<file path="config.mk">
export PLATFORM = sky130hd
export DESIGN_NAME = sst_engine
export DESIGN_NICKNAME = d
export VERILOG_FILES = /design/src/rtl/sst_pkg.sv /design/src/rtl/m2_edge_det.sv /design/src/rtl/sst_engine.sv
export SDC_FILE = /design/constraint.sdc
export NUM_CORES = 1
export LEC_CHECK = 0
export ABC_AREA = 1
export CORE_MARGIN = 4
export CORE_UTILIZATION = 50
export DETAILED_ROUTE_END_ITERATION = 8
export GPL_TIMING_DRIVEN = 0
export PLACE_DENSITY = 0.76
export SKIP_CTS_REPAIR_TIMING = 1
export SYNTH_ARGS = -nofsm -noshare
export SYNTH_HDL_FRONTEND = slang
export SYNTH_SLANG_ARGS = --single-unit
</file>
<file path="constraint.sdc">
create_clock -name clk -period 2.68 [get_ports clk]
set_input_delay 0.536 -clock clk [delete_from_list [all_inputs] [get_ports clk]]
set_output_delay 0.536 -clock clk [all_outputs]
set_load 0.1 [all_outputs]
</file>
<file path="src/rtl/sst_pkg.sv">
// Shared types and default sizing for the save-state engine and its helpers.
package sst_pkg;

   localparam int unsigned SST_AW         = 8;
   localparam int unsigned SST_DW         = 8;
   localparam int unsigned SST_REG_CNT    = 256;
   localparam int unsigned SST_IDX_ADDR   = 127;
   localparam int unsigned SST_SETTLE     = 2;
   localparam int unsigned SST_M2_EDGES   = 2;
   localparam int unsigned SST_M2_TIMEOUT = 4096;

   typedef enum logic [2:0] {
      IDLE,
      SAVE_ADDR,
      CHK_FETCH,
      CHK_CMP,
      LD_FETCH,
      LD_HOLD,
      LD_GAP,
      DONE
   } sst_state_t;

endpackage

</file>
<file path="src/rtl/m2_edge_det.sv">
// Two-flop synchronizer for the raw CPU M2 clock plus a registered
// one-cycle pulse on each synchronized falling edge.
module m2_edge_det (
   input  logic clk,
   input  logic rst,
   input  logic m2,
   output logic fall
);

   logic [1:0] sync;
   logic       prev;

   always_ff @(posedge clk or posedge rst) begin
      if (rst) begin
         sync <= '0;
         prev <= 1'b0;
         fall <= 1'b0;
      end else begin
         sync <= {sync[0], m2};
         prev <= sync[1];
         fall <= prev & ~sync[1];
      end
   end

endmodule

</file>
<file path="src/rtl/sst_engine.sv">
// Save-state initiator: saves mapper registers into an external buffer and
// replays them back, holding each write across synchronized M2 falling edges.
module sst_engine
   import sst_pkg::*;
#(
   parameter int unsigned REG_CNT    = SST_REG_CNT,
   parameter int unsigned IDX_ADDR   = SST_IDX_ADDR,
   parameter int unsigned SETTLE     = SST_SETTLE,
   parameter int unsigned M2_EDGES   = SST_M2_EDGES,
   parameter int unsigned M2_TIMEOUT = SST_M2_TIMEOUT
) (
   input  logic              clk,
   input  logic              rst,
   input  logic              save_req,
   input  logic              load_req,
   input  logic              m2,
   output logic              busy,
   output logic              done,
   output logic              err,
   output logic              sst_act,
   output logic [SST_AW-1:0] sst_addr,
   output logic              sst_we_reg,
   output logic [SST_DW-1:0] sst_dato,
   input  logic [SST_DW-1:0] sst_di,
   output logic [SST_AW-1:0] buf_addr,
   output logic              buf_we,
   output logic [SST_DW-1:0] buf_wdat,
   input  logic [SST_DW-1:0] buf_rdat
);

   localparam int unsigned SCW = $clog2(SETTLE + 1);
   localparam int unsigned ECW = $clog2(M2_EDGES + 1);
   localparam int unsigned TW  = $clog2(M2_TIMEOUT + 1);

   localparam logic [SST_AW-1:0] LAST_ADDR = SST_AW'(REG_CNT - 1);
   localparam logic [SST_AW-1:0] IDX       = SST_AW'(IDX_ADDR);

   sst_state_t state, state_d;

   logic [SST_AW-1:0] a, a_d;
   logic [SCW-1:0]    scnt, scnt_d;
   logic [ECW-1:0]    ecnt, ecnt_d;
   logic [TW-1:0]     tcnt, tcnt_d;

   logic              busy_d, done_d, err_d, sst_act_d, sst_we_reg_d, buf_we_d;
   logic [SST_AW-1:0] sst_addr_d, buf_addr_d;
   logic [SST_DW-1:0] sst_dato_d, buf_wdat_d;

   logic fall;
   logic last_byte;
   logic idx_bad;

   m2_edge_det u_m2_edge_det (
      .clk  (clk),
      .rst  (rst),
      .m2   (m2),
      .fall (fall)
   );

   assign last_byte = (a == LAST_ADDR);
   assign idx_bad   = (buf_rdat != sst_di);

   // State and all output/datapath registers
   always_ff @(posedge clk or posedge rst) begin
      if (rst) begin
         state      <= IDLE;
         a          <= '0;
         scnt       <= '0;
         ecnt       <= '0;
         tcnt       <= '0;
         busy       <= 1'b0;
         done       <= 1'b0;
         err        <= 1'b0;
         sst_act    <= 1'b0;
         sst_addr   <= '0;
         sst_we_reg <= 1'b0;
         sst_dato   <= '0;
         buf_addr   <= '0;
         buf_we     <= 1'b0;
         buf_wdat   <= '0;
      end else begin
         state      <= state_d;
         a          <= a_d;
         scnt       <= scnt_d;
         ecnt       <= ecnt_d;
         tcnt       <= tcnt_d;
         busy       <= busy_d;
         done       <= done_d;
         err        <= err_d;
         sst_act    <= sst_act_d;
         sst_addr   <= sst_addr_d;
         sst_we_reg <= sst_we_reg_d;
         sst_dato   <= sst_dato_d;
         buf_addr   <= buf_addr_d;
         buf_we     <= buf_we_d;
         buf_wdat   <= buf_wdat_d;
      end
   end

   // Next-state logic
   always_comb begin
      state_d = state;
      case (state)
         IDLE: begin
            if (save_req)      state_d = SAVE_ADDR;
            else if (load_req) state_d = CHK_FETCH;
         end
         SAVE_ADDR: begin
            if (scnt == SCW'(SETTLE) && last_byte) state_d = DONE;
         end
         CHK_FETCH: state_d = CHK_CMP;
         CHK_CMP:   state_d = idx_bad ? DONE : LD_FETCH;
         LD_FETCH:  state_d = LD_HOLD;
         LD_HOLD: begin
            if (fall) begin
               if (ecnt == ECW'(M2_EDGES - 1)) state_d = LD_GAP;
            end else if (tcnt == TW'(M2_TIMEOUT - 1)) begin
               state_d = DONE;
            end
         end
         LD_GAP:  state_d = last_byte ? DONE : LD_FETCH;
         DONE:    state_d = IDLE;
         default: state_d = IDLE;
      endcase
   end

   // Register next-values for counters and outputs
   always_comb begin
      a_d          = a;
      scnt_d       = scnt;
      ecnt_d       = ecnt;
      tcnt_d       = tcnt;
      busy_d       = busy;
      err_d        = err;
      sst_act_d    = sst_act;
      sst_addr_d   = sst_addr;
      sst_we_reg_d = sst_we_reg;
      sst_dato_d   = sst_dato;
      buf_addr_d   = buf_addr;
      buf_we_d     = 1'b0;
      buf_wdat_d   = buf_wdat;

      case (state)
         IDLE: begin
            if (save_req || load_req) begin
               busy_d    = 1'b1;
               sst_act_d = 1'b1;
               err_d     = 1'b0;
               a_d       = '0;
               scnt_d    = '0;
               if (save_req) begin
                  sst_addr_d = '0;
               end else begin
                  sst_addr_d = IDX;
                  buf_addr_d = IDX;
               end
            end
         end
         SAVE_ADDR: begin
            if (scnt == SCW'(SETTLE - 1)) begin
               buf_we_d   = 1'b1;
               buf_addr_d = a;
               buf_wdat_d = sst_di;
               scnt_d     = scnt + SCW'(1);
            end else if (scnt == SCW'(SETTLE)) begin
               scnt_d = '0;
               if (!last_byte) begin
                  a_d        = a + SST_AW'(1);
                  sst_addr_d = a + SST_AW'(1);
               end
            end else begin
               scnt_d = scnt + SCW'(1);
            end
         end
         // Buffer read has one cycle of latency, so byte 0 is prefetched here
         CHK_FETCH: buf_addr_d = '0;
         CHK_CMP: begin
            if (idx_bad) begin
               err_d = 1'b1;
            end else begin
               a_d        = '0;
               sst_addr_d = '0;
            end
         end
         LD_FETCH: begin
            sst_dato_d   = buf_rdat;
            sst_we_reg_d = 1'b1;
            ecnt_d       = '0;
            tcnt_d       = '0;
         end
         LD_HOLD: begin
            if (fall) begin
               ecnt_d = ecnt + ECW'(1);
               tcnt_d = '0;
               if (ecnt == ECW'(M2_EDGES - 1)) begin
                  sst_we_reg_d = 1'b0;
                  buf_addr_d   = a + SST_AW'(1);
               end
            end else if (tcnt == TW'(M2_TIMEOUT - 1)) begin
               err_d        = 1'b1;
               sst_we_reg_d = 1'b0;
            end else begin
               tcnt_d = tcnt + TW'(1);
            end
         end
         LD_GAP: begin
            if (!last_byte) begin
               a_d        = a + SST_AW'(1);
               sst_addr_d = a + SST_AW'(1);
            end
         end
         DONE: begin
            busy_d     = 1'b0;
            sst_act_d  = 1'b0;
            sst_addr_d = '0;
         end
         default: ;
      endcase

      done_d = (state_d == DONE);
   end

endmodule

</file>
Word-level counts from Yosys, hierarchy flattened:

Index checks and enable logic that the tools add are counted.
Widths: inputs -> output; s select.

* order comparisons: 0
* multiply operators: 0
* equal/unequal tests: 28
* div/mod/pow operators: 0
* reduce and logical (&&, ||, !) cells: 20
* bitwise operators: 2
* add/subtract/negate cells: 4
* shift-type cells: 0
* mux-type cells: 49

Operators by type and width (count)
* $mux 8: 14
* $pmux 8 s4: 2
* $pmux 8 s5: 1
* $mux 13: 2
* $pmux 13 s2: 1
* $pmux 3 s8: 1
* $ne 2x2->1 const B: 10
* $mux 3: 6
* $eq 3x3->1 const B: 5
* $reduce_and 5->1: 3
* $add 13x1->13 const B: 1
* $eq 13x12->1 const B: 1
* $mux 2: 6
* $mux 1: 10
* $reduce_and 2->1: 5
* $add 8x1->8 const B: 1
* $eq 8x8->1 const B: 1
* $ne 8x8->1: 1
* $pmux 2 s2: 2
* $reduce_bool 4->1: 2
* $mux 7: 1
* $eq 3x2->1 const B: 2
* $ne 3x2->1 const B: 2
* $reduce_and 6->1: 1
* other kinds (17): 22

* bits in writable memories: 0
* output and inout bits: 38
* flip-flop bits (word level): 69
* memories kept: 0
* bits of input ports: 21
* word-level logic and storage cells: 120
* ROM bits: 0
* latch bits: 0

Longest topological paths before layout:

Gate-level depths: netlist (run 1).

* depth in word-level cells: 5
* depth in mapped cells: 12
* mapped depth without buffers: 11

By module:

A second synthesis (run 1) with hierarchy kept.

* cells, all modules: 455
* area total of the unflattened synthesis: 3502.1 µm²

Modules (own cells, without submodules)
* sst_engine: instances 1, area an instance 3388.2 µm², cells an instance 448, sequential area each 1626.6 µm²
* m2_edge_det: instances 1, area an instance 113.9 µm², cells an instance 7, sequential area each 100.1 µm²

Worst setup path before layout (run 1):

Ideal clock, no wire load.

* path type: register to output
* start point: register sst_act
* end point: output sst_act
* cell stages (with the launch flop): 2
* slack: 0.809 ns
* buffers on the path: 1
* data arrival time: 1.335 ns
* data required time: 2.144 ns
* cell sequence: dfrtp_1 -> buf_4

RTL lines
* start, declared: RTL line sst_engine.sv:20 `output logic sst_act,`
* start signal, assigned: RTL line sst_engine.sv:90 `sst_act <= sst_act_d;`

No word-level cell between the ends.

Worst setup path after layout (run 1):

* start point: register sst_act
* end point: output sst_act

No word-level cell between the ends.

==> impl_metrics.yaml, run 1 <==
floorplanning:
  placementRows: 30
  pin_count: 59
  die_w_um: 92.7
  core_area_um2: 6870
  fp.dieH_um: 92.7
  start_util_pct: 52.2
  dieArea_um2: 8600
clock_tree:
  numCtsBuffers: 9
  cts_root_buf: "clkbuf_8"
  cts.sinks: 69
  cts_buffer_depth: 2
  clkLatencyLatePin_ps: 340
  cts_tree: "yes"
  path_clk_slew_ps: 70
  htreeDepth: 3
layout:
  drive_above_1_share_pct: 9.46
  largest_register_ffs: 13
  finalNetCount: 558
  fin_util_pct: 66.1
  top_register: "tcnt"
  antennaDiodeCount: 0
  synthToLayoutAreaGrowth_pct: 26.5
placed_design:
  gp_congestion: 0.893
  hpwl_um: 6410
  portBuffers: 58
timing:
  min_period_ps: 2510
  max_slew_margin_pct: 33.4
  fin_crit_sh_pct: 93.6
  setup_viol: 0
  tightest_slew_ps: 995
  slew_viol_final: 0
  rsz0062_at_grt: "no"
  fmax_mhz: 399
  finalHoldViolCount: 0
  skew_ps: 7.37
  tns_ps: 0
  holdWs_ps: 359
logic_synthesis:
  synth_edf_count: 0
  synth_area_um2: 3590
  ys_seq_area_share_pct: 48.1
  synthTopCellsByCount: "nand2_1 (165), dfrtp_1 (69), inv_1 (49)"
  synth_cell_types: 35
  synth_ff_type: "dfrtp_1"
  yosysTopAreaCell: "dfrtp_1"
  synth_top_area_share_pct: 48.1
  synth_most_common_cell: "nand2_1"
  netlist_instances: 465
  post_synth.cell_area_avg_um2: 7.72
  synth_fp_nets: 489
  ys_async_sr_fraction_pct: 100
  yosys_warnings: 0
  synthTopCellsByArea: "dfrtp_1 (48%), nand2_1 (17%), inv_1 (5.1%), nor2_1 (3.8%), o21ai_1 (3.8%)"
  ys_ff_latch: 69
run_status:
  status: "finished clean"
global_route:
  grt_pass1_vias: 3155
  grtUsageTotal_pct: 21.9
  grt_pass1_wl_um: 14900
  antenna_found_initial: 0
  grt_overflow: 0
  grt_max_degree: 70
detailed_routing:
  drc: 0
  finalWirelength_um: 8690
  ant_nets: 0
  viasPerCell: 4.96
  drtIter0Drc: 253
  dr.pass1.iters: 4
  vias: 3148
  wire_per_inst_um: 13.7
hold_path:
  hp-class: "reg2reg"
  hp-start: "u_m2_edge_det.sync[0]"
critical_path:
  start_kind: "flop"
  crit_arrival_ps: 1970
  r2r_start: "a[0]"
  worst-setup-path-type: "reg2out"
  critPathMaxFanout: 3
  crit_path_end_kind: "output pin"
  crit_required_ps: 2140
  worstSetupStartpoint: "sst_act"
flow_run:
  maxCapViolations: 0
layout by cell type, fill, tap and decap left out:
| cell type | synthesis | layout |
|---|---|---|
| dfrtp_1 | 69 | 69 |
| a41oi_1 | 1 | 1 |
| inv_1 | 49 | 48 |
| nand3_2 | 4 | 4 |
| bufinv_16 | 0 | 3 |
| or2_2 | 1 | 1 |
| a22oi_2 | 1 | 1 |
| buf_4 | 2 | 2 |
| nand3_1 | 21 | 21 |
| buf_6 | 2 | 2 |
| o21ai_1 | 27 | 27 |
| inv_2 | 11 | 11 |
| nand2_2 | 2 | 2 |
| nor2_1 | 36 | 36 |
| o22ai_1 | 1 | 1 |
| xor2_1 | 11 | 11 |
| nand2_1 | 165 | 165 |
| xnor2_1 | 3 | 3 |
| and2_1 | 1 | 1 |
| nor2_2 | 3 | 3 |
| a22oi_1 | 2 | 2 |
| nand3_4 | 2 | 2 |
| nor2_8 | 1 | 1 |
| a21oi_1 | 7 | 7 |
| clkbuf_8 | 0 | 10 |
| nor3_1 | 9 | 9 |
| inv_4 | 1 | 2 |
| nand2_4 | 2 | 2 |
| buf_2 | 2 | 2 |
| clkinv_4 | 0 | 2 |
| a31oi_1 | 4 | 4 |
| clkbuf_1 | 3 | 4 |
| o21ai_0 | 11 | 11 |
| a21oi_2 | 1 | 1 |
| o32ai_1 | 1 | 1 |
| clkdlybuf4s50_1 | 0 | 58 |
| nand4_1 | 5 | 5 |
| ha_1 | 3 | 3 |
| buf_1 | 1 | 1 |
area by class of cell:
type                    count  area (um2)
flip-flops and latches     69        1730
clock inverters             5         108
well taps                  96         120
inverters                  61         234
repair buffers             58         581
multi-input cells         325        1570
fillers                   590        2330
plain buffers              10        62.6
clock buffers              11         141
logic make-up (layout without fill, tap and decap cells):
family	after synthesis	after routing	synth area share, %
simple gates	252	252	30.6
flops	69	69	48.1
buf+inv	71	145	8.19
fa+ha+maj	3	3	1.05
compound gates	56	56	8.65
xor+xnor	14	14	3.42
layer usage:
layer,track usage (%),vias to the layer above,wire length [um]
li1,-,1605,-
met1,28.1,1452,3930
met2,35.8,81,4160
met3,5.28,10,492
met4,8.18,0,108
met5,0,-,0
critical path, cell delays in order, from the launching register on:
cell and delay (ps):
dfrtp_1 390, buf_4 120, clkdlybuf4s50_1 1120
through the flow:
step / setup slack [ps] / cell area (um2) / std cells
detailed placement: 386 / 4290 / 619
finish: 171 / 4540 / 635
floorplan: 404 / 3590 / 465
CTS: 155 / 4540 / 635
global route: 112 / 4540 / 635
global placement: -723 / 4290 / 619
final timing paths:
kind | to | slack [ps] | cells after the start
max | sst_act | 170 | 2
min | u_m2_edge_det.sync[1] | 360 | 0
max reg2reg | a[1] | 790 | 10
min reg2reg | u_m2_edge_det.sync[1] | 360 | 0
max in group asynchronous | tcnt[6] | 1400 | 2
min in group asynchronous | done | 710 | 2
Power of run 1 is not shown: default switching activity piles up to over one toggle a cycle in this logic, so the estimate is an artifact.
==> run 2: changes to the inputs <==
--- a/config.mk
+++ b/config.mk
@@ -6,12 +6,15 @@
 export NUM_CORES = 1
 export LEC_CHECK = 0
 export ABC_AREA = 1
+export CELL_PAD_IN_SITES_DETAIL_PLACEMENT = 1
+export CELL_PAD_IN_SITES_GLOBAL_PLACEMENT = 2
 export CORE_MARGIN = 4
-export CORE_UTILIZATION = 50
+export CORE_UTILIZATION = 30
 export DETAILED_ROUTE_END_ITERATION = 8
 export GPL_TIMING_DRIVEN = 0
-export PLACE_DENSITY = 0.76
+export PLACE_DENSITY_LB_ADDON = 0.1
 export SKIP_CTS_REPAIR_TIMING = 1
 export SYNTH_ARGS = -nofsm -noshare
 export SYNTH_HDL_FRONTEND = slang
+export SYNTH_HIERARCHICAL = 1
 export SYNTH_SLANG_ARGS = --single-unit
==> impl_metrics.yaml, run 2 <==
floorplanning:
  dieArea_um2: 13500
  fp.dieH_um: 116
  core_area_um2: 11400
  start_util_pct: 30.7
  die_w_um: 116
  placementRows: 39
  pin_count: 59
layout:
  fin_util_pct: 40.2
  top_register: "tcnt"
  finalNetCount: 548
  synthToLayoutAreaGrowth_pct: 31.1
  drive_above_1_share_pct: 8.51
  largest_register_ffs: 13
  antennaDiodeCount: 0
  n_fill_cell: 1413
  finalInstanceArea_um2: 4590
  mostFrequentLayoutCells: "nand2_1 (151), dfrtp_1 (69), clkdlybuf4s50_1 (58)"
  final_common_cell: "nand2_1"
timing:
  skew_ps: 4.90
  tightest_slew_ps: 992
  fin_crit_sh_pct: 92.7
  setup_viol: 0
  finalHoldViolCount: 0
  slew_viol_final: 0
  max_slew_margin_pct: 33.7
  min_period_ps: 2490
  rsz0062_at_grt: "no"
  fmax_mhz: 402
logic_synthesis:
  synth_top_area_share_pct: 49.3
  synth_xor_area_share_pct: 2.75
  synth_compound_area_share_pct: 9.32
  synthSimpleGateAreaFrac_pct: 29.8
  ys_ff_latch: 69
  yosysTopAreaCell: "dfrtp_1"
  synth_fp_nets: 479
  synth_top_family_by_area: "simple AND/OR/NAND/NOR gates"
  yosys_warnings: 6
  synth_mux_area_share_pct: 0
  synthTopCellsByArea: "dfrtp_1 (49%), nand2_1 (16%), inv_1 (6.0%), nor2_1 (4.1%), o21ai_0 (4.0%)"
  synth_area_um2: 3500
  ys_seq_area_share_pct: 49.3
  synth_cell_types: 31
  synth_most_common_cell: "nand2_1"
  ys_async_sr_fraction_pct: 100
  synthTopCellsByCount: "nand2_1 (151), dfrtp_1 (69), inv_1 (56)"
  netlist_instances: 455
  synth_edf_count: 0
  synth_ff_type: "dfrtp_1"
  post_synth.cell_area_avg_um2: 7.70
  synthAdderAreaFrac_pct: 1.07
critical_path:
  worst-setup-path-type: "reg2out"
  r2r_slack_ps: 740
  rr_worst_depth: 8
  crit_required_ps: 2140
  rr_endpoint: "buf_wdat[0]"
  cp-endpoint: "sst_act"
  start_kind: "flop"
  worstSetupStartpoint: "sst_act"
  crit_arrival_ps: 1950
  crit_path_end_kind: "output pin"
  r2r_start: "state[0]"
  critPathMaxFanout: 3
global_route:
  antenna_found_initial: 0
  grt_pass1_vias: 3369
  grtUsageTotal_pct: 15.9
  grt_pass1_wl_um: 16400
  grt_max_degree: 66
  grt_overflow: 0
detailed_routing:
  dr.pass1.iters: 4
  finalWirelength_um: 9610
  vias: 3127
  drtIter0Drc: 105
  viasPerCell: 4.65
  ant_nets: 0
  wire_per_inst_um: 14.3
  drc: 0
placed_design:
  dpl_cell_area_um2: 4260
  portBuffers: 58
  hpwl_um: 7310
  gp_congestion: 0.777
clock_tree:
  clkLatencyLatePin_ps: 340
  numCtsBuffers: 9
  path_clk_slew_ps: 50
  cts_root_buf: "clkbuf_16"
  cts.sinks: 69
  htreeDepth: 3
  cts_tree: "yes"
  cts_buffer_depth: 2
hold_path:
  hp-class: "reg2reg"
flow_run:
  maxCapViolations: 0
run_status:
  status: "finished clean"
[run 2: cell types whose count changed after synthesis, moves of 4 or more]
cell	change
a21oi_1	+4
inv_2	-5
nand2_1	-14
o21ai_1	-16
o21ai_0	+17
inv_1	+7
[run 2: cells by family (layout without fill, tap and decap cells)]
kind of cell / count (synthesis) / in the layout
xor gates and xnor gates: 11 / 11
adders and majority gates: 3 / 3
AOI/OAI and AO/OA: 61 / 61
buffers and inverters: 69 / 143
and+or+nand+nor: 242 / 242
DFF: 69 / 69
[run 2: through the flow]
step	setup TNS, ps	hold WS [ps]	cells	setup WS, ps
after floorplan	0	302	455	518
after detailed placement	0	344	656	261
after global routing	0	358	672	128
after CTS	0	356	672	168
final	0	352	672	195
after global placement	-60980	336	656	-941
[run 2: worst min-delay path by stage]
stage | to | slack (ps) | start | cells after the start
final | u_m2_edge_det/sync[1] | 350 | u_m2_edge_det/sync[0] | 0
after global placement | u_m2_edge_det/sync[1] | 340 | u_m2_edge_det/sync[0] | 0
after global routing | u_m2_edge_det/sync[1] | 360 | u_m2_edge_det/sync[0] | 0
after floorplan | u_m2_edge_det/fall | 300 | rst | 1
after detailed placement | u_m2_edge_det/sync[1] | 340 | u_m2_edge_det/sync[0] | 0
after CTS | u_m2_edge_det/sync[1] | 360 | u_m2_edge_det/sync[0] | 0
[run 2: cell type report]
class,count,area (um2),share of cell area [%]
multi-input cells,317,1500,32.7
plain buffers,7,40.0,0.872
flip-flops and latches,69,1730,37.6
inverters,62,235,5.12
well taps,143,179,3.90
clock buffers,12,256,5.59
clock inverters,4,70.1,1.53
repair buffers,58,581,12.6
[run 2: critical path: stages (launching register included)]
cell and delay (ps):
dfrtp_1 380, buf_4 120, clkdlybuf4s50_1 1120
[run 2: per-layer routing]
layer  wire length (um)  global-route usage, %  share of wire [%]
met2               4390                   24.4                 46
met5                  0                      0                  0
met1               4600                   21.0                 48
met3                420                   4.60                4.4
met4                199                   6.50                2.1
Power of run 2 is left out for the same reason.
==> run 3: changes to the inputs <==
--- a/config.mk
+++ b/config.mk
@@ -13,6 +13,7 @@
 export DETAILED_ROUTE_END_ITERATION = 8
 export GPL_TIMING_DRIVEN = 0
 export PLACE_DENSITY_LB_ADDON = 0.1
+export REMOVE_ABC_BUFFERS = 1
 export SKIP_CTS_REPAIR_TIMING = 1
 export SYNTH_ARGS = -nofsm -noshare
 export SYNTH_HDL_FRONTEND = slang
==> impl_metrics.yaml, run 3 (synthesized netlist as in run 2, its figures left out) <==
run_status:
  status: "finished clean"
layout:
  largest_register_ffs: 13
  final_common_cell: "nand2_1"
  finalNetCount: 541
  n_fill_cell: 1397
  mostFrequentLayoutCells: "nand2_1 (151), dfrtp_1 (69), clkdlybuf4s50_1 (58)"
  antennaDiodeCount: 0
  drive_above_1_share_pct: 7.85
  fin_util_pct: 39.8
  top_register: "tcnt"
  synthToLayoutAreaGrowth_pct: 29.9
hold_path:
  worstHoldPathCells: 0
  hp-start: "u_m2_edge_det/sync[0]"
  hp-class: "reg2reg"
  holdPathEnd: "u_m2_edge_det/sync[1]"
clock_tree:
  cts_root_buf: "clkbuf_16"
  numCtsBuffers: 9
  cts.sinks: 69
  cts_tree: "yes"
  clkLatencyLatePin_ps: 340
  cts_buffer_depth: 2
  htreeDepth: 3
  path_clk_slew_ps: 60
floorplanning:
  placementRows: 39
  start_util_pct: 30.7
  dieArea_um2: 13500
  fp.dieH_um: 116
  core_area_um2: 11400
  die_w_um: 116
  pin_count: 59
timing:
  tightest_slew_ps: 1000
  skew_ps: 8.72
  fmax_mhz: 413
  worst_slack_ps: 260
  rsz0062_at_grt: "no"
  fin_crit_sh_pct: 90.3
  max_slew_margin_pct: 32.9
  setup_viol: 0
  slew_viol_final: 0
  holdWs_ps: 363
  min_period_ps: 2420
  finalHoldViolCount: 0
detailed_routing:
  drtIter0Drc: 125
  viasPerCell: 4.64
  dr.pass1.iters: 4
  finalWirelength_um: 9590
  drc: 0
  ant_nets: 0
  vias: 3086
  wire_per_inst_um: 14.4
global_route:
  antenna_found_initial: 0
  grt_pass1_vias: 3295
  grt_max_degree: 66
  grt_pass1_wl_um: 16600
  grtUsageTotal_pct: 15.8
  grt_overflow: 0
critical_path:
  rr_worst_depth: 9
  crit_arrival_ps: 1880
  path_depth: 1
  crit_chain: "clkdlybuf4s50_1"
  cp_slowest_stage_delay_ps: 1160
  crit_family: "buffers and inverters"
  r2r_slack_ps: 520
  critPathMaxFanout: 3
  crit_path_end_kind: "output pin"
  rr_endpoint: "tcnt[7]"
  start_kind: "flop"
  crit_buf_inv: 1
  slowest_stage: "clkdlybuf4s50_1"
  crit_required_ps: 2140
  r2r_start: "state[0]"
  worst-setup-path-type: "reg2out"
placed_design:
  gp_congestion: 0.843
  hpwl_um: 7210
  pre_cts_ws_ps: 243
  portBuffers: 58
flow_run:
  maxCapViolations: 0
-- run 3: cell count changes in the layout (fill, tap and decap cells not counted), sizes merged --
cell	change
buf	-5
clkbuf	-5
clkinvlp	+3
-- run 3: layout make-up --
class | instances | area (um2) | area share (%)
sequential | 69 | 1730 | 38.0
multi-input combinational | 317 | 1500 | 33.0
timing repair buffer | 58 | 581 | 12.8
inverter | 62 | 235 | 5.17
clock buffer | 9 | 225 | 4.95
tap | 143 | 179 | 3.93
clock inverter | 7 | 100 | 2.20
-- run 3: worst reg2reg max path, stage by stage, from the launching register on --
cell	delay, ps
dfrtp_1	450
inv_2	80
nor2_4	180
nand2_2	230
inv_1	330
nand2_2	140
nand2_2	250
nand3_2	140
o21ai_0	190
a21oi_1	50
-- run 3: per-stage QoR --
| step | area, um2 | TNS (ps) | std cells |
|---|---|---|---|
| after floorplan | 3460 | 0 | 448 |
| after global placement | 4220 | -56960 | 649 |
| after detailed placement | 4220 | 0 | 649 |
| after CTS | 4550 | 0 | 665 |
| after global routing | 4550 | 0 | 665 |
| final | 4550 | 0 | 665 |
-- run 3: how the worst max path moves through the flow --
stage	start	end	slack (ps)
2_1_floorplan	rst	a[0]	520
3_3_place_gp	rst	buf_addr[1]	-880
3_5_place_dp	buf_rdat[6]	sst_addr[6]	240
4_1_cts	sst_act	busy	240
5_1_grt	sst_act	busy	200
6_report	sst_act	busy	260
-- run 3: routing by layer --
| layer | GRT usage (%) | vias up | wire, um |
|---|---|---|---|
| met2 | 25.0 | 52 | 4410 |
| met5 | 0 | - | 0 |
| li1 | - | 1553 | - |
| met1 | 21.2 | 1468 | 4620 |
| met4 | 6.03 | 0 | 172 |
| met3 | 3.45 | 13 | 396 |
Power of run 3 is left out for the same reason.
